[src/rtl/i2c_apb_cmd_queue_if.sv]
// APB3 bus bundle for the I2C command queue.
// The bus master drives the request; the queue slave drives the response.
interface i2c_apb_cmd_queue_if #(
    parameter int unsigned APB_AW = 32
) ();
    logic              PSEL;
    logic              PENABLE;
    logic              PWRITE;
    logic [APB_AW-1:0] PADDR;
    logic [31:0]       PWDATA;
    logic [31:0]       PRDATA;
    logic              PREADY;
    logic              PSLVERR;

    modport master (
        output PSEL, PENABLE, PWRITE, PADDR, PWDATA,
        input  PRDATA, PREADY, PSLVERR
    );

    modport slave (
        input  PSEL, PENABLE, PWRITE, PADDR, PWDATA,
        output PRDATA, PREADY, PSLVERR
    );
endinterface

[src/rtl/i2c_apb_cmd_queue.sv]
// APB3 slave that queues I2C register commands for a single-byte I2C master
// and collects read bytes into a response FIFO drained over APB.
module i2c_apb_cmd_queue #(
    parameter logic [31:0] BASE_ADDR  = 32'h43C0_0000,
    parameter int unsigned APB_AW     = 32,
    parameter int unsigned FIFO_DEPTH = 8
) (
    input  logic                    PCLK,
    input  logic                    PRESETn,
    i2c_apb_cmd_queue_if.slave      apb,
    output logic                    o_cmd_valid,
    input  logic                    i_cmd_ready,
    output logic                    o_cmd_rh_wl,
    output logic [15:0]             o_cmd_addr,
    output logic [7:0]              o_cmd_wdata,
    input  logic                    i_i2c_done,
    input  logic                    i_i2c_nack,
    input  logic [7:0]              i_i2c_rdata,
    output logic                    o_busy
);
    localparam int unsigned PW = (FIFO_DEPTH > 1) ? $clog2(FIFO_DEPTH) : 1;
    localparam int unsigned CW = PW + 1;
    localparam logic [APB_AW-1:0] Base = APB_AW'(BASE_ADDR);

    typedef enum logic [1:0] {StIdle, StIssue, StWait} state_e;
    state_e state_q, state_d;

    logic [24:0]   cmd_mem_q [FIFO_DEPTH];
    logic [PW-1:0] cmd_wr_q, cmd_rd_q;
    logic [CW-1:0] cmd_cnt_q;
    logic [7:0]    rsp_mem_q [FIFO_DEPTH];
    logic [PW-1:0] rsp_wr_q, rsp_rd_q;
    logic [CW-1:0] rsp_cnt_q;
    logic          enable_q, enable_d, discard_q, discard_d;
    logic          nack_q, nack_d, rsp_ovf_q, rsp_ovf_d, cmd_ovf_q, cmd_ovf_d;

    logic access, wr, rd, sel_cmd, sel_sts, sel_rd, sel_ctl, addr_ok;
    logic cmd_full, cmd_empty, rsp_full, rsp_empty;
    logic cmd_push, cmd_pop, rsp_push, rsp_pop, flush, start, done_wait, rsp_ev;
    logic [31:0] status;

    assign access  = apb.PSEL & apb.PENABLE;
    assign wr      = access & apb.PWRITE;
    assign rd      = access & ~apb.PWRITE;
    assign sel_cmd = apb.PADDR == Base;
    assign sel_sts = apb.PADDR == Base + APB_AW'(4);
    assign sel_rd  = apb.PADDR == Base + APB_AW'(8);
    assign sel_ctl = apb.PADDR == Base + APB_AW'(12);
    assign addr_ok = sel_cmd | sel_sts | sel_rd | sel_ctl;

    assign cmd_full  = cmd_cnt_q == CW'(FIFO_DEPTH);
    assign cmd_empty = cmd_cnt_q == '0;
    assign rsp_full  = rsp_cnt_q == CW'(FIFO_DEPTH);
    assign rsp_empty = rsp_cnt_q == '0;

    // Full is judged on the current count, so a same-cycle pop never frees a slot.
    assign cmd_push  = wr & sel_cmd & ~cmd_full;
    assign flush     = wr & sel_ctl & apb.PWDATA[1];
    assign start     = (state_q == StIdle) & enable_q & ~cmd_empty & ~flush;
    assign cmd_pop   = start;
    assign done_wait = (state_q == StWait) & i_i2c_done;
    assign rsp_pop   = rd & sel_rd & ~rsp_empty;
    assign rsp_ev    = done_wait & o_cmd_rh_wl & ~(discard_q | flush);
    assign rsp_push  = rsp_ev & (~rsp_full | rsp_pop);

    assign o_cmd_valid = state_q == StIssue;
    assign o_busy      = (state_q != StIdle) | ~cmd_empty;
    assign apb.PREADY  = 1'b1;

    assign status = {16'b0, 4'(rsp_cnt_q), 4'(cmd_cnt_q), 1'b0, cmd_ovf_q, rsp_ovf_q,
                     nack_q, o_busy, rsp_empty, cmd_full, cmd_empty};

    always_comb begin
        state_d = state_q;
        unique case (state_q)
            StIdle:  if (start) state_d = StIssue;
            StIssue: if (i_cmd_ready) state_d = StWait;
            StWait:  if (i_i2c_done) state_d = StIdle;
            default: state_d = StIdle;
        endcase
    end

    always_comb begin
        enable_d  = (wr & sel_ctl) ? apb.PWDATA[0] : enable_q;
        // Set wins over a same-cycle write-1-to-clear.
        nack_d    = (nack_q & ~(wr & sel_sts & apb.PWDATA[4])) | (done_wait & i_i2c_nack);
        rsp_ovf_d = (rsp_ovf_q & ~(wr & sel_sts & apb.PWDATA[5])) | (rsp_ev & ~rsp_push);
        cmd_ovf_d = (cmd_ovf_q & ~(wr & sel_sts & apb.PWDATA[6])) | (wr & sel_cmd & cmd_full);
        discard_d = (discard_q | (flush & (state_q != StIdle))) & (state_d != StIdle);
    end

    always_comb begin
        apb.PRDATA  = '0;
        apb.PSLVERR = 1'b0;
        if (access) begin
            if (!addr_ok) begin
                apb.PSLVERR = 1'b1;
            end else if (sel_cmd && apb.PWRITE) begin
                apb.PSLVERR = cmd_full;
            end else if (!apb.PWRITE) begin
                if (sel_sts) apb.PRDATA = status;
                if (sel_rd && !rsp_empty) apb.PRDATA = {23'b0, 1'b1, rsp_mem_q[rsp_rd_q]};
                if (sel_ctl) apb.PRDATA = {31'b0, enable_q};
            end
        end
    end

    always_ff @(posedge PCLK or negedge PRESETn) begin
        if (!PRESETn) begin
            state_q     <= StIdle;
            enable_q    <= 1'b0;
            discard_q   <= 1'b0;
            nack_q      <= 1'b0;
            rsp_ovf_q   <= 1'b0;
            cmd_ovf_q   <= 1'b0;
            o_cmd_rh_wl <= 1'b0;
            o_cmd_addr  <= '0;
            o_cmd_wdata <= '0;
        end else begin
            state_q   <= state_d;
            enable_q  <= enable_d;
            discard_q <= discard_d;
            nack_q    <= nack_d;
            rsp_ovf_q <= rsp_ovf_d;
            cmd_ovf_q <= cmd_ovf_d;
            if (start) {o_cmd_rh_wl, o_cmd_addr, o_cmd_wdata} <= cmd_mem_q[cmd_rd_q];
        end
    end

    always_ff @(posedge PCLK or negedge PRESETn) begin
        if (!PRESETn) begin
            cmd_wr_q  <= '0;
            cmd_rd_q  <= '0;
            cmd_cnt_q <= '0;
            rsp_wr_q  <= '0;
            rsp_rd_q  <= '0;
            rsp_cnt_q <= '0;
        end else if (flush) begin
            cmd_wr_q  <= '0;
            cmd_rd_q  <= '0;
            cmd_cnt_q <= '0;
            rsp_wr_q  <= '0;
            rsp_rd_q  <= '0;
            rsp_cnt_q <= '0;
        end else begin
            if (cmd_push) cmd_wr_q <= cmd_wr_q + PW'(1);
            if (cmd_pop)  cmd_rd_q <= cmd_rd_q + PW'(1);
            cmd_cnt_q <= cmd_cnt_q + CW'(cmd_push) - CW'(cmd_pop);
            if (rsp_push) rsp_wr_q <= rsp_wr_q + PW'(1);
            if (rsp_pop)  rsp_rd_q <= rsp_rd_q + PW'(1);
            rsp_cnt_q <= rsp_cnt_q + CW'(rsp_push) - CW'(rsp_pop);
        end
    end

    always_ff @(posedge PCLK) begin
        if (cmd_push) cmd_mem_q[cmd_wr_q] <= {apb.PWDATA[31], apb.PWDATA[23:0]};
        if (rsp_push) rsp_mem_q[rsp_wr_q] <= i_i2c_rdata;
    end

    logic unused_wdata;
    assign unused_wdata = ^apb.PWDATA[30:24];
endmodule

[src/flat_wrapper.sv]
// flat-port wrapper written by rule: the top's interface ports become plain ports
module i2c_apb_cmd_queue_flat 
#(
    parameter logic [31:0] BASE_ADDR  = 32'h43C0_0000,
    parameter int unsigned APB_AW     = 32,
    parameter int unsigned FIFO_DEPTH = 8
)
  (PCLK, PRESETn, o_cmd_valid, i_cmd_ready, o_cmd_rh_wl, o_cmd_addr, o_cmd_wdata, i_i2c_done, i_i2c_nack, i_i2c_rdata, o_busy, apb_PSEL, apb_PENABLE, apb_PWRITE, apb_PADDR, apb_PWDATA, apb_PRDATA, apb_PREADY, apb_PSLVERR);
  i2c_apb_cmd_queue_if #(.APB_AW(APB_AW)) apb_i ();
  input  logic PCLK;
  input  logic PRESETn;
  output logic o_cmd_valid;
  input  logic i_cmd_ready;
  output logic o_cmd_rh_wl;
  output logic [15:0] o_cmd_addr;
  output logic [7:0] o_cmd_wdata;
  input  logic i_i2c_done;
  input  logic i_i2c_nack;
  input  logic [7:0] i_i2c_rdata;
  output logic o_busy;
  input wire logic [$bits(apb_i.PSEL)-1:0] apb_PSEL;
  input wire logic [$bits(apb_i.PENABLE)-1:0] apb_PENABLE;
  input wire logic [$bits(apb_i.PWRITE)-1:0] apb_PWRITE;
  input wire logic [$bits(apb_i.PADDR)-1:0] apb_PADDR;
  input wire logic [$bits(apb_i.PWDATA)-1:0] apb_PWDATA;
  output wire logic [$bits(apb_i.PRDATA)-1:0] apb_PRDATA;
  output wire logic [$bits(apb_i.PREADY)-1:0] apb_PREADY;
  output wire logic [$bits(apb_i.PSLVERR)-1:0] apb_PSLVERR;
  assign apb_i.PSEL = apb_PSEL;
  assign apb_i.PENABLE = apb_PENABLE;
  assign apb_i.PWRITE = apb_PWRITE;
  assign apb_i.PADDR = apb_PADDR;
  assign apb_i.PWDATA = apb_PWDATA;
  assign apb_PRDATA = apb_i.PRDATA;
  assign apb_PREADY = apb_i.PREADY;
  assign apb_PSLVERR = apb_i.PSLVERR;
  i2c_apb_cmd_queue #(.BASE_ADDR(BASE_ADDR), .APB_AW(APB_AW), .FIFO_DEPTH(FIFO_DEPTH)) u_core (.PCLK(PCLK), .PRESETn(PRESETn), .apb(apb_i), .o_cmd_valid(o_cmd_valid), .i_cmd_ready(i_cmd_ready), .o_cmd_rh_wl(o_cmd_rh_wl), .o_cmd_addr(o_cmd_addr), .o_cmd_wdata(o_cmd_wdata), .i_i2c_done(i_i2c_done), .i_i2c_nack(i_i2c_nack), .i_i2c_rdata(i_i2c_rdata), .o_busy(o_busy));
endmodule
[config.mk]
export PLATFORM = sky130hd
export DESIGN_NAME = i2c_apb_cmd_queue_flat
export DESIGN_NICKNAME = d
export VERILOG_FILES = /design/src/rtl/i2c_apb_cmd_queue_if.sv /design/src/rtl/i2c_apb_cmd_queue.sv /design/src/flat_wrapper.sv
export SDC_FILE = /design/constraint.sdc
export NUM_CORES = 1
export LEC_CHECK = 0
export ABC_AREA = 1
export BUFFER_PORTS_ARGS = -buffer_cell sky130_fd_sc_hd__buf_4
export CAP_MARGIN = 20
export CORE_MARGIN = 2
export CORE_UTILIZATION = 52
export CTS_BUF_LIST = sky130_fd_sc_hd__clkbuf_8 sky130_fd_sc_hd__clkbuf_16
export CTS_CLUSTER_DIAMETER = 80
export DETAILED_ROUTE_END_ITERATION = 16
export HOLD_SLACK_MARGIN = 0.15
export PLACE_DENSITY = 0.84
export REMOVE_ABC_BUFFERS = 1
export SETUP_SLACK_MARGIN = 0.02
export SKIP_LAST_GASP = 1
export SYNTH_ARGS = -nofsm -noshare
export SYNTH_HDL_FRONTEND = slang
export SYNTH_SLANG_ARGS = --single-unit
[constraint.sdc]
create_clock -name PCLK -period 2.9 [get_ports PCLK]
set_input_delay 0.145 -clock PCLK [delete_from_list [all_inputs] [get_ports PCLK]]
set_output_delay 0.145 -clock PCLK [all_outputs]
set_load 0.05 [all_outputs]
==> results.tsv, run 1 <==
stage	metric	value	unit
floorplan	Die H	166	um
yosys	area leader, netlist	edfxtp_1	
power_and_ir_drop	worst vdd rail ir drop	0.929	mV
power_and_ir_drop	switching share of power	34.9	%
layout	layout cells sized above 1	17.9	%
detailed_routing	Via density	5.59	
detailed_routing	Post-Route WL	31700	um
yosys	top cells by area, synth	edfxtp_1 (58%), dfrtp_1 (9.5%), nand2_1 (5.1%)	
cts	Longest Clk Path Bufs	3	
detailed_routing	# DRC	0	
floorplan	Starting Density	52.6	%
sta	Slew @ Worst Pin	1050	ps
power_and_ir_drop	total power	14.1	mW
power_and_ir_drop	sequential share of power	39.9	%
layout	Fillers	1834	
yosys	Seq cells post-synth	316	
yosys	most frequent cell after synthesis	edfxtp_1	
sta	RSZ-0062 raised after global routing	no	
layout	Final Util	63.9	%
setup_path	worst endpoint data arrival time	2540	ps
global_route	Total Routing Usage GR	22.7	%
sta	Max-slew headroom	29.3	%
placed_design	DPL Wire Length	18800	um
cts	Root Driver	clkbuf_16	
global_route	GRT overflow	0	
setup_path	CP max FO	11	
yosys	post-synthesis sequential area ratio	67.7	%
yosys	post-synthesis async set-or-reset flop share	16.5	%
detailed_routing	Initial DRC Count	947	
setup_path	CP endpoint kind	primary output	
power_and_ir_drop	clock power share	29.5	%
yosys	syn avg cell area	12.0	um2
placed_design	Port-buffer cells	116	
power_and_ir_drop	power per standard cell area	850	nW/um2
cts	postcts setup bufs	0	
sta	final clock skew	13.8	ps
floorplan	Core Region	25900	um2
yosys	yosys warns	0	
sta	fin crit period	2680	ps
setup_path	CP max-delay cell	dfrtp_2	
floorplan	I/O pin count	141	
global_route	initial antenna violation count	0	
floorplan	Row Count	59	
yosys	post-synthesis cell type count	40	
floorplan	Die Area	27500	um2
setup_path	Worst path max stage delay	510	ps
global_route	vias in the first global route	9723	
placed_design	GPL Wtd Cong	0.833	
worst_hold_path	worst hold path class	in2async	
setup_path	crit-path cells	clkinvlp_4 -> nor2_1 -> o21ai_0 -> a21oi_1 -> or2_2 -> inv_1 -> a21oi_1 -> nor2_1 -> buf_4	
job	max cap viols	0	
status	run status	finished, final reports clean	
detailed_routing	Final ANT Viol Nets	0	
global_route	largest net degree at the start of global routing	58	
power_and_ir_drop	Sw Pwr	4.91	mW
global_route	first-pass GRT wire length	49800	um
cts	TritonCTS Buffers	31	
setup_path	critical path class	reg2out	
yosys	Post-Synthesis Cells	1136	
layout	Antenna Cells	0	
setup_path	WP data required	2760	ps
cts	CTS tree	yes	
setup_path	Critical Path Start Type	flip-flop	
layout	nets@finish	1412	
sta	final hold vios	0	
detailed_routing	Detailed Routing Iterations Pass 1	5	
cts	clk sinks	316	
sta	final setup fails	0	
floorplan	Die Wd	166	um
detailed_routing	via count	9360	
yosys	Post-synth EDFFs	264	
yosys	area share of the largest cell type after synthesis	58.1	%
power_and_ir_drop	P_int	9.17	mW
sta	Pins Over Slew Limit	0	
sta	setup_tns	0	ps
layout	P&R area growth vs syn	21.4	%
detailed_routing	Wirelength per Cell	19.0	um
cts	H-Tree Depth	1	
cts	clock slew seen by the registers of the worst setup and hold paths	60	ps
yosys	Post-synth top cells	edfxtp_1 (264), nand2_1 (185), inv_1 (105)	
sta	post-route clock period utilization	92.4	%
power_and_ir_drop	Gate power share	30.6	%
power_and_ir_drop	leakage	6.69	nW
sta	Achievable Freq	0.373	GHz
yosys	prevailing post-synth register cell	edfxtp_1	
cts	Clk Latency, worst-skew pair	570	ps
yosys	Synth Cell Area	13600	um2
[flip-flops by register name (all words and copies together), names as in the netlist, 2 cells and up]
register / flops
u_core.rsp_wr_q: 3
u_core.o_cmd_wdata: 8
u_core.cmd_mem_q: 200
u_core.rsp_mem_q: 64
u_core.cmd_wr_q: 3
u_core.rsp_cnt_q: 4
u_core.o_cmd_addr: 16
u_core.cmd_cnt_q: 4
u_core.rsp_rd_q: 3
u_core.cmd_rd_q: 3
u_core.state_q: 2
[layout make-up]
cell class | count | area (um2) | area share, %
tap | 335 | 419 | 2.53
sequential | 316 | 9230 | 55.7
clock buffer | 33 | 803 | 4.85
timing repair buffer | 197 | 1700 | 10.3
clock inverter | 24 | 264 | 1.59
multi-input combinational | 658 | 3730 | 22.5
inverter | 110 | 417 | 2.52
[cells in the final DEF, fill, tap and decap left out, types with 2 or more instances in the layout]
| cell | n |
|---|---|
| nor2_1 | 63 |
| clkinv_1 | 7 |
| edfxtp_1 | 264 |
| nand2_2 | 2 |
| nor3b_1 | 2 |
| buf_12 | 9 |
| inv_2 | 2 |
| a21oi_1 | 79 |
| nand2_4 | 2 |
| fa_1 | 2 |
| xor2_1 | 5 |
| nor2_4 | 3 |
| clkinvlp_4 | 3 |
| nand2_1 | 185 |
| a22oi_1 | 5 |
| dlygate4sd3_1 | 43 |
| inv_1 | 110 |
| ha_1 | 16 |
| nor2_2 | 11 |
| nand3b_1 | 7 |
| bufinv_16 | 5 |
| nand3_2 | 10 |
| clkbuf_16 | 31 |
| clkinv_2 | 5 |
| nor3_1 | 7 |
| nand3_1 | 57 |
| o21ai_0 | 65 |
| nand4_1 | 2 |
| buf_4 | 145 |
| mux2i_1 | 55 |
| dfrtp_1 | 50 |
| a32oi_1 | 5 |
| o211ai_1 | 50 |
| conb_1 | 17 |
| clkbuf_8 | 2 |
[worst max-delay path, delay by kind of cell (launching register included)]
family	cells	cell delay, ps
flip-flops	1	510
AND/OR/NAND/NOR	3	590
AO/OA/AOI/OAI	3	310
buffers and inverters	3	560
[power by group through the flow]
stage	Clock, mW	Sequential [mW]	Combinational [mW]
final	4.16	5.62	4.30
after floorplan	0	6.46	2.11
after CTS	4.18	5.61	4.29
after detailed placement	0	5.69	4.18
after global placement	0	5.68	4.01
after global routing	4.36	5.66	4.70
[timing repair]
item	in CTS	in global routing
endpoints found under the hold margin	330	0
gates resized for setup	0	2
setup endpoints to repair	0	7
hold buffers	43	0
[through the flow]
step	worst slack [ps]	std cells	instance area, um2	hold WS, ps
after global routing	131	1673	16600	245
after global placement	353	1573	15100	255
final	219	1673	16600	187
after detailed placement	295	1573	15100	261
after floorplan	-1020	1084	13300	-151
after CTS	29.9	1673	16600	194
[final timing paths]
| kind | slack (ps) | from | cells past startpoint | endpoint |
|---|---|---|---|---|
| setup / recovery | 220 | u_core.rsp_rd_q[0] | 9 | apb_PRDATA[0] |
| hold / removal | 190 | PRESETn | 2 | u_core.o_cmd_addr[15] |
| setup reg to reg | 360 | u_core.cmd_cnt_q[2] | 14 | u_core.cmd_cnt_q[2] |
| hold reg to reg | 480 | u_core.o_cmd_addr[13] | 2 | u_core.o_cmd_addr[13] |
| max in group asynchronous | 2130 | PRESETn | 2 | u_core.cmd_rd_q[0] |
| min in group PCLK | 230 | apb_PADDR[8] | 8 | u_core.enable_q |
[kinds of logic after synthesis]
kind of cell,after synthesis,synth area share (%)
compound gates,208,8.84
mux,55,4.04
buf+inv,177,5.57
fa+ha+maj,18,1.76
xor+xnor,5,0.321
flops,316,67.7
other cells,2,0.0551
simple gates,355,11.8
[layer usage]
metal  track usage, %  share of wire (%)  vias up
met5                0                  0        -
met2             40.1                 51      416
met4             7.22                2.2        0
met3             3.48                7.3       58
met1             28.8                 39     4563
li1                 -                  -     4323
No activity file was read; power rests on OpenSTA's default activity.
==> run 2, diff against run 1 <==
--- a/config.mk
+++ b/config.mk
@@ -8,13 +8,15 @@
 export ABC_AREA = 1
 export BUFFER_PORTS_ARGS = -buffer_cell sky130_fd_sc_hd__buf_4
 export CAP_MARGIN = 20
+export CELL_PAD_IN_SITES_DETAIL_PLACEMENT = 0
+export CELL_PAD_IN_SITES_GLOBAL_PLACEMENT = 2
 export CORE_MARGIN = 2
-export CORE_UTILIZATION = 52
+export CORE_UTILIZATION = 40
 export CTS_BUF_LIST = sky130_fd_sc_hd__clkbuf_8 sky130_fd_sc_hd__clkbuf_16
 export CTS_CLUSTER_DIAMETER = 80
 export DETAILED_ROUTE_END_ITERATION = 16
 export HOLD_SLACK_MARGIN = 0.15
-export PLACE_DENSITY = 0.84
+export PLACE_DENSITY = 0.92
 export REMOVE_ABC_BUFFERS = 1
 export SETUP_SLACK_MARGIN = 0.02
 export SKIP_LAST_GASP = 1
==> run 2 against run 1 <==
Critical path depth is the same. Combinational power is essentially flat. Wire length shrank 3.9%. Clock power grew 2%. Via count shrank 4.9%. Final cell count grew 6.8%. Worst setup slack gained 47 ps. Worst hold slack lost 14 ps. Clock skew grew 1.7 ps. Clock-buffer cell count grew 5. Sequential power is essentially flat. Die area grew 29%. Largest cell class unchanged.
==> results.tsv, run 2 (synthesis gave the netlist of run 1 again) <==
stage	metric	value	unit	change
sta	final setup fails	0		unchanged
placed_design	pre-CTS setup slack	368	ps	+73.7 ps
detailed_routing	Wirelength per Cell	17.1	um	-10%
sta	final clock skew	15.5	ps	+1.73 ps
sta	Achievable Freq	0.380	GHz	+1.8%
setup_path	Worst path max stage delay	380	ps	-130 ps
cts	Clk Latency, worst-skew pair	510	ps	-60 ps
cts	TritonCTS Buffers	34		+9.7%
floorplan	Die Area	35600	um2	+29%
floorplan	Die H	189	um	+14%
sta	Hold Slack	173	ps	-13.8 ps
detailed_routing	Post-Route WL	30500	um	-3.9%
placed_design	GPL Wtd Cong	0.752		-9.7%
layout	most frequent cells in the layout	edfxtp_1 (264), nand2_1 (185), buf_4 (142)		
global_route	vias in the first global route	8906		-8.4%
layout	P&R area growth vs syn	22.6	%	
floorplan	I/O pin count	141		unchanged
layout	largest reg by FF count	u_core.cmd_mem_q		
setup_path	crit-path cells	buf_4 -> nor2_1 -> o21ai_0 -> a21oi_1 -> or2_2 -> inv_1 -> a21oi_1 -> nor2_1 -> buf_4		
status	run status	finished, final reports clean		
detailed_routing	# DRC	0		unchanged
sta	PnR worst setup slack	266	ps	+47.2 ps
global_route	Total Routing Usage GR	17.2	%	-5.4 points
cts	CTS tree	yes		
setup_path	Critical Path Start Type	flip-flop		
sta	fin crit period	2630	ps	-47.2 ps
layout	nets@finish	1410		-0.14%
cts	Root Driver	clkbuf_16		
sta	final hold vios	0		unchanged
global_route	initial antenna violation count	0		unchanged
floorplan	Starting Density	40.7	%	-12 points
detailed_routing	via count	8905		-4.9%
sta	Pins Over Slew Limit	0		unchanged
global_route	largest net degree at the start of global routing	53		-8.6%
job	max cap viols	0		unchanged
power_and_ir_drop	worst vdd rail ir drop	0.522	mV	-44%
layout	max reg flops	200		unchanged
sta	Slew @ Worst Pin	810	ps	-244 ps
setup_path	critical path class	reg2out		
cts	Longest Clk Path Bufs	3		unchanged
detailed_routing	Via density	4.99		-11%
layout	Final Cell Area	16700	um2	+0.97%
global_route	GRT overflow	0		unchanged
sta	RSZ-0062 raised after global routing	no		
global_route	first-pass GRT wire length	47900	um	-3.7%
cts	clock slew seen by the registers of the worst setup and hold paths	60	ps	about the same
detailed_routing	Final ANT Viol Nets	0		unchanged
placed_design	dpl cell area	15200	um2	+0.92%
sta	post-route clock period utilization	90.8	%	-1.6 points
power_and_ir_drop	power per standard cell area	846	nW/um2	-0.44%
layout	Final Util	49.9	%	-14 points
setup_path	CP max FO	33		+22
detailed_routing	Detailed Routing Iterations Pass 1	5		unchanged
layout	Antenna Cells	0		unchanged
setup_path	worst endpoint data arrival time	2490	ps	-50 ps
floorplan	Row Count	67		+14%
setup_path	CP endpoint kind	primary output		
placed_design	DPL Wire Length	17800	um	-5.2%
cts	clk sinks	316		unchanged
placed_design	Port-buffer cells	116		unchanged
setup_path	CP max-delay cell	dfrtp_1		
layout	layout cells sized above 1	17.9	%	+0.075 points
detailed_routing	Initial DRC Count	564		-40%
power_and_ir_drop	leakage	6.72	nW	+0.36%
setup_path	WP data required	2760	ps	about the same
worst_hold_path	worst hold path class	in2reg		
floorplan	Core Region	33500	um2	+29%
layout	commonest non-fill, non-tap cell in the layout	edfxtp_1		
sta	Max-slew headroom	46.0	%	+17 points
layout	biggest regs	u_core.cmd_mem_q (200), u_core.rsp_mem_q (64), u_core.o_cmd_addr (16)		
cts	H-Tree Depth	2		+1
floorplan	Die Wd	189	um	+14%
## run 2: changes by cell type in the layout (fill, tap and decap cells not counted), moves of 2 or more
cell           change
clkbuf_16          +4
clkinv_2           +2
dlygate4sd3_1      -3
inv_1              +2
buf_4              -3
bufinv_16          -2
## run 2: path summary, 6_finish.rpt
kind | startpoint | endpoint | slack (ps) | cells after the start
max in group asynchronous | PRESETn | u_core.cmd_rd_q[0] | 2010 | 2
max reg2reg | u_core.cmd_cnt_q[2] | u_core.cmd_cnt_q[2] | 490 | 14
max | u_core.rsp_rd_q[0] | apb_PRDATA[0] | 270 | 9
min | apb_PADDR[3] | u_core.cmd_ovf_q | 170 | 6
min in group asynchronous | PRESETn | u_core.o_cmd_addr[0] | 270 | 2
min reg2reg | u_core.o_cmd_addr[15] | u_core.o_cmd_addr[15] | 480 | 2
## run 2: layout make-up
type | count | area, um2
fillers | 2911 | 16800
flip-flops and latches | 316 | 9230
multi-input cells | 658 | 3730
repair buffers | 192 | 1670
clock buffers | 38 | 917
well taps | 448 | 561
inverters | 110 | 417
clock inverters | 24 | 203
## run 2: where the power goes
part	switching, mW	leakage (nW)	internal, mW	total, mW
registers	0.363	2.99	5.26	5.62
clock network	1.70	0.581	2.55	4.25
logic	2.79	3.14	1.49	4.28
total	4.85	6.72	9.30	14.2
## run 2: per-layer routing
| metal | vias to the layer above | global-route usage (%) | share of wire [%] |
|---|---|---|---|
| met5 | - | 0 | 0 |
| met4 | 0 | 4.09 | 1.8 |
| met3 | 47 | 2.91 | 5.7 |
| met2 | 282 | 29.4 | 48 |
| met1 | 4255 | 23.1 | 45 |
| li1 | 4321 | - | - |
## run 2: what timing repair did
item,in CTS,in global routing
endpoints found under the hold margin,325,0
hold buffers,40,0
buffers inserted,0,0
resized for setup,0,1
endpoints found under the setup margin,0,4
## run 2: critical path: cells and delay by family (launching register included)
family	cells	cell delay, ps
compound gates	3	340
buf+inv	3	670
flops	1	380
simple gates	3	580
## run 2: metrics by stage
step                setup TNS (ps)  power [mW]  instances
floorplan                   -26330        8.57       1084
global placement                 0        9.90       1684
detailed placement               0        9.97       1684
CTS                              0        14.3       1786
global route                     0        14.9       1786
finish                           0        14.2       1786
==> run 3, diff against run 2 <==
--- a/config.mk
+++ b/config.mk
@@ -12,8 +12,8 @@
 export CELL_PAD_IN_SITES_GLOBAL_PLACEMENT = 2
 export CORE_MARGIN = 2
 export CORE_UTILIZATION = 40
-export CTS_BUF_LIST = sky130_fd_sc_hd__clkbuf_8 sky130_fd_sc_hd__clkbuf_16
 export CTS_CLUSTER_DIAMETER = 80
+export CTS_CLUSTER_SIZE = 28
 export DETAILED_ROUTE_END_ITERATION = 16
 export HOLD_SLACK_MARGIN = 0.15
 export PLACE_DENSITY = 0.92
==> run 3 against run 2 <==
Fmax fell by 1.1%. Combinational power about the same. Utilization shrank 2.0 points. Flip-flop and latch count stayed put. Global-route usage shrank 0.43 points.
==> results.tsv, run 3 (synthesis gave the netlist of run 1 again) <==
stage	metric	value	unit	change
global_route	largest net degree at the start of global routing	53		unchanged
power_and_ir_drop	clock power share	19.0	%	-11 points
layout	max reg flops	200		unchanged
setup_path	WP data required	2760	ps	about the same
power_and_ir_drop	switching share of power	36.6	%	+2.3 points
detailed_routing	Via density	4.98		about the same
detailed_routing	# DRC	0		unchanged
floorplan	Row Count	67		unchanged
layout	Final Cell Area	16100	um2	-4.0%
global_route	first-pass GRT wire length	46800	um	-2.4%
layout	Finished Layout Cells	1752		-1.9%
status	run status	finished, final reports clean		
power_and_ir_drop	sequential share of power	45.9	%	+6.2 points
setup_path	Critical Path Start Type	flip-flop		
setup_path	critical path class	reg2out		
placed_design	GPL Wtd Cong	0.752		unchanged
floorplan	Die Wd	189	um	unchanged
cts	Root Driver	clkbuf_16		
global_route	Total Routing Usage GR	16.8	%	-0.43 points
setup_path	CP max FO	33		unchanged
global_route	vias in the first global route	8676		-2.6%
floorplan	Core Region	33500	um2	unchanged
layout	commonest non-fill, non-tap cell in the layout	edfxtp_1		
setup_path	r2r startpoint	u_core.cmd_cnt_q[2]		
sta	final setup fails	0		unchanged
setup_path	Worst path max stage delay	400	ps	+20 ps
setup_path	CP Capture Point	apb_PRDATA[0]		
worst_hold_path	worst hold path class	in2async		
floorplan	Die H	189	um	unchanged
power_and_ir_drop	Gate power share	35.1	%	+4.9 points
power_and_ir_drop	power per standard cell area	760	nW/um2	-10%
layout	most frequent cells in the layout	edfxtp_1 (264), nand2_1 (185), buf_4 (142)		
cts	Longest Clk Path Bufs	3		unchanged
sta	Pins Over Slew Limit	0		unchanged
job	max cap viols	0		unchanged
cts	clock slew seen by the registers of the worst setup and hold paths	100	ps	+40 ps
setup_path	R2R cell count	14		unchanged
sta	RSZ-0062 raised after global routing	no		
layout	biggest regs	u_core.cmd_mem_q (200), u_core.rsp_mem_q (64), u_core.o_cmd_addr (16)		
detailed_routing	Wirelength per Cell	17.1	um	about the same
detailed_routing	via count	8728		-2.0%
sta	final clock skew	14.6	ps	-0.950 ps
layout	Antenna Cells	0		unchanged
placed_design	count of placed standard cells including taps	1684		unchanged
cts	H-Tree Depth	1		-1
setup_path	CP max-delay cell	dfrtp_1		
cts	TritonCTS Buffers	15		-56%
sta	final hold vios	0		unchanged
setup_path	worst reg2reg setup slack	490	ps	about the same
placed_design	DPL Wire Length	17800	um	unchanged
floorplan	Starting Density	40.7	%	unchanged
power_and_ir_drop	P_int	7.75	mW	-17%
setup_path	crit-path cells	buf_4 -> nor2_1 -> o21ai_0 -> a21oi_1 -> or2_2 -> inv_1 -> a21oi_1 -> nor2_1 -> buf_4		
sta	PnR worst setup slack	237	ps	-29.6 ps
layout	P&R area growth vs syn	17.8	%	
power_and_ir_drop	Sw Pwr	4.47	mW	-8.0%
sta	Max-slew headroom	45.4	%	-0.53 points
floorplan	Die Area	35600	um2	unchanged
cts	CTS tree	yes		
detailed_routing	Detailed Routing Iterations Pass 1	4		-1
layout	nets@finish	1393		-1.2%
setup_path	worst endpoint data arrival time	2520	ps	+30 ps
power_and_ir_drop	worst vdd rail ir drop	0.615	mV	+18%
floorplan	I/O pin count	141		unchanged
layout	Fillers	2973		+2.1%
detailed_routing	Post-Route WL	29900	um	-1.9%
detailed_routing	Initial DRC Count	649		+15%
placed_design	Port-buffer cells	116		unchanged
global_route	initial antenna violation count	0		unchanged
sta	Slew @ Worst Pin	818	ps	+7.88 ps
power_and_ir_drop	leakage	6.35	nW	-5.5%
layout	layout cells sized above 1	15.9	%	-2.1 points
placed_design	dpl cell area	15200	um2	unchanged
setup_path	CP endpoint kind	primary output		
setup_path	crit path from	u_core.rsp_rd_q[0]		
layout	largest reg by FF count	u_core.cmd_mem_q		
cts	Clk Latency, worst-skew pair	500	ps	about the same
global_route	GRT overflow	0		unchanged
setup_path	FF-to-FF End	u_core.cmd_cnt_q[2]		
sta	fin crit period	2660	ps	+29.6 ps
cts	clk sinks	316		unchanged
sta	Achievable Freq	0.375	GHz	-1.1%
detailed_routing	Final ANT Viol Nets	0		unchanged
placed_design	pre-CTS setup slack	368	ps	unchanged
sta	post-route clock period utilization	91.8	%	+1.0 points
run 3: changes by cell type in the layout (fill, tap and decap cells not counted), sizes merged:
| cell | change |
|---|---|
| clkbuf | -16 |
| bufinv | -3 |
| dlygate4sd3 | +2 |
| clkinvlp | -1 |
| clkinv | -8 |
| inv | -8 |
run 3: per-stage QoR:
| stage | total power [mW] | TNS (ps) | hold WS (ps) | util (%) |
|---|---|---|---|---|
| 3_3_place_gp | 9.90 | 0 | 295 | 45.3 |
| 3_5_place_dp | 9.97 | 0 | 308 | 45.3 |
| 4_1_cts | 12.3 | 0 | 260 | 47.9 |
| 6_report | 12.2 | 0 | 268 | 47.9 |
| 2_1_floorplan | 8.57 | -26330 | -151 | - |
| 5_1_grt | 12.9 | 0 | 319 | 47.9 |
run 3: power groups by stage:
stage	combinational [mW]	sequential, mW	clock, mW
4_1_cts	4.34	5.61	2.39
6_report	4.28	5.61	2.32
2_1_floorplan	2.11	6.46	0
5_1_grt	4.74	5.65	2.54
3_3_place_gp	4.19	5.70	0
3_5_place_dp	4.27	5.71	0
run 3: what timing repair did:
action | CTS | global route
endpoints found under the setup margin | 0 | 4
buffers inserted | 0 | 0
resized for setup | 0 | 1
hold endpoints to repair | 325 | 0
hold buffers | 42 | 0
run 3: worst min path at each step:
| stage | start | end | slack, ps | cells past startpoint |
|---|---|---|---|---|
| final | PRESETn | u_core.o_cmd_addr[15] | 270 | 2 |
| after global routing | PRESETn | u_core.o_cmd_addr[15] | 320 | 2 |
| after CTS | apb_PADDR[3] | u_core.cmd_ovf_q | 260 | 7 |
| after detailed placement | PRESETn | u_core.o_cmd_addr[9] | 310 | 1 |
| after global placement | PRESETn | u_core.o_cmd_addr[9] | 290 | 1 |
| after floorplan | PRESETn | u_core.cmd_cnt_q[0] | -150 | 0 |
run 3: area by class of cell:
cell class / instances / area, um2 / share of cell area, %
inverter: 110 / 417 / 2.59
clock inverter: 4 / 37.5 / 0.234
timing repair buffer: 194 / 1690 / 10.5
tap: 448 / 561 / 3.49
clock buffer: 22 / 402 / 2.50
sequential: 316 / 9230 / 57.5
multi-input combinational: 658 / 3730 / 23.2
run 3: critical path: cells and delay by family, from the launching register on:
kind	cells	cell delay, ps
buffers and inverters	3	670
DFF	1	400
and+or+nand+nor	3	590
AOI/OAI and AO/OA	3	340
run 3: routing by layer:
metal / GRT usage [%] / routed length [um] / part of all wire [%] / vias up
li1: - / - / - / 4264
met1: 22.6 / 13400 / 45 / 4190
met2: 29.4 / 14400 / 48 / 241
met3: 1.90 / 1540 / 5.1 / 33
met4: 3.64 / 584 / 2.0 / 0
met5: 0 / 0 / 0 / -
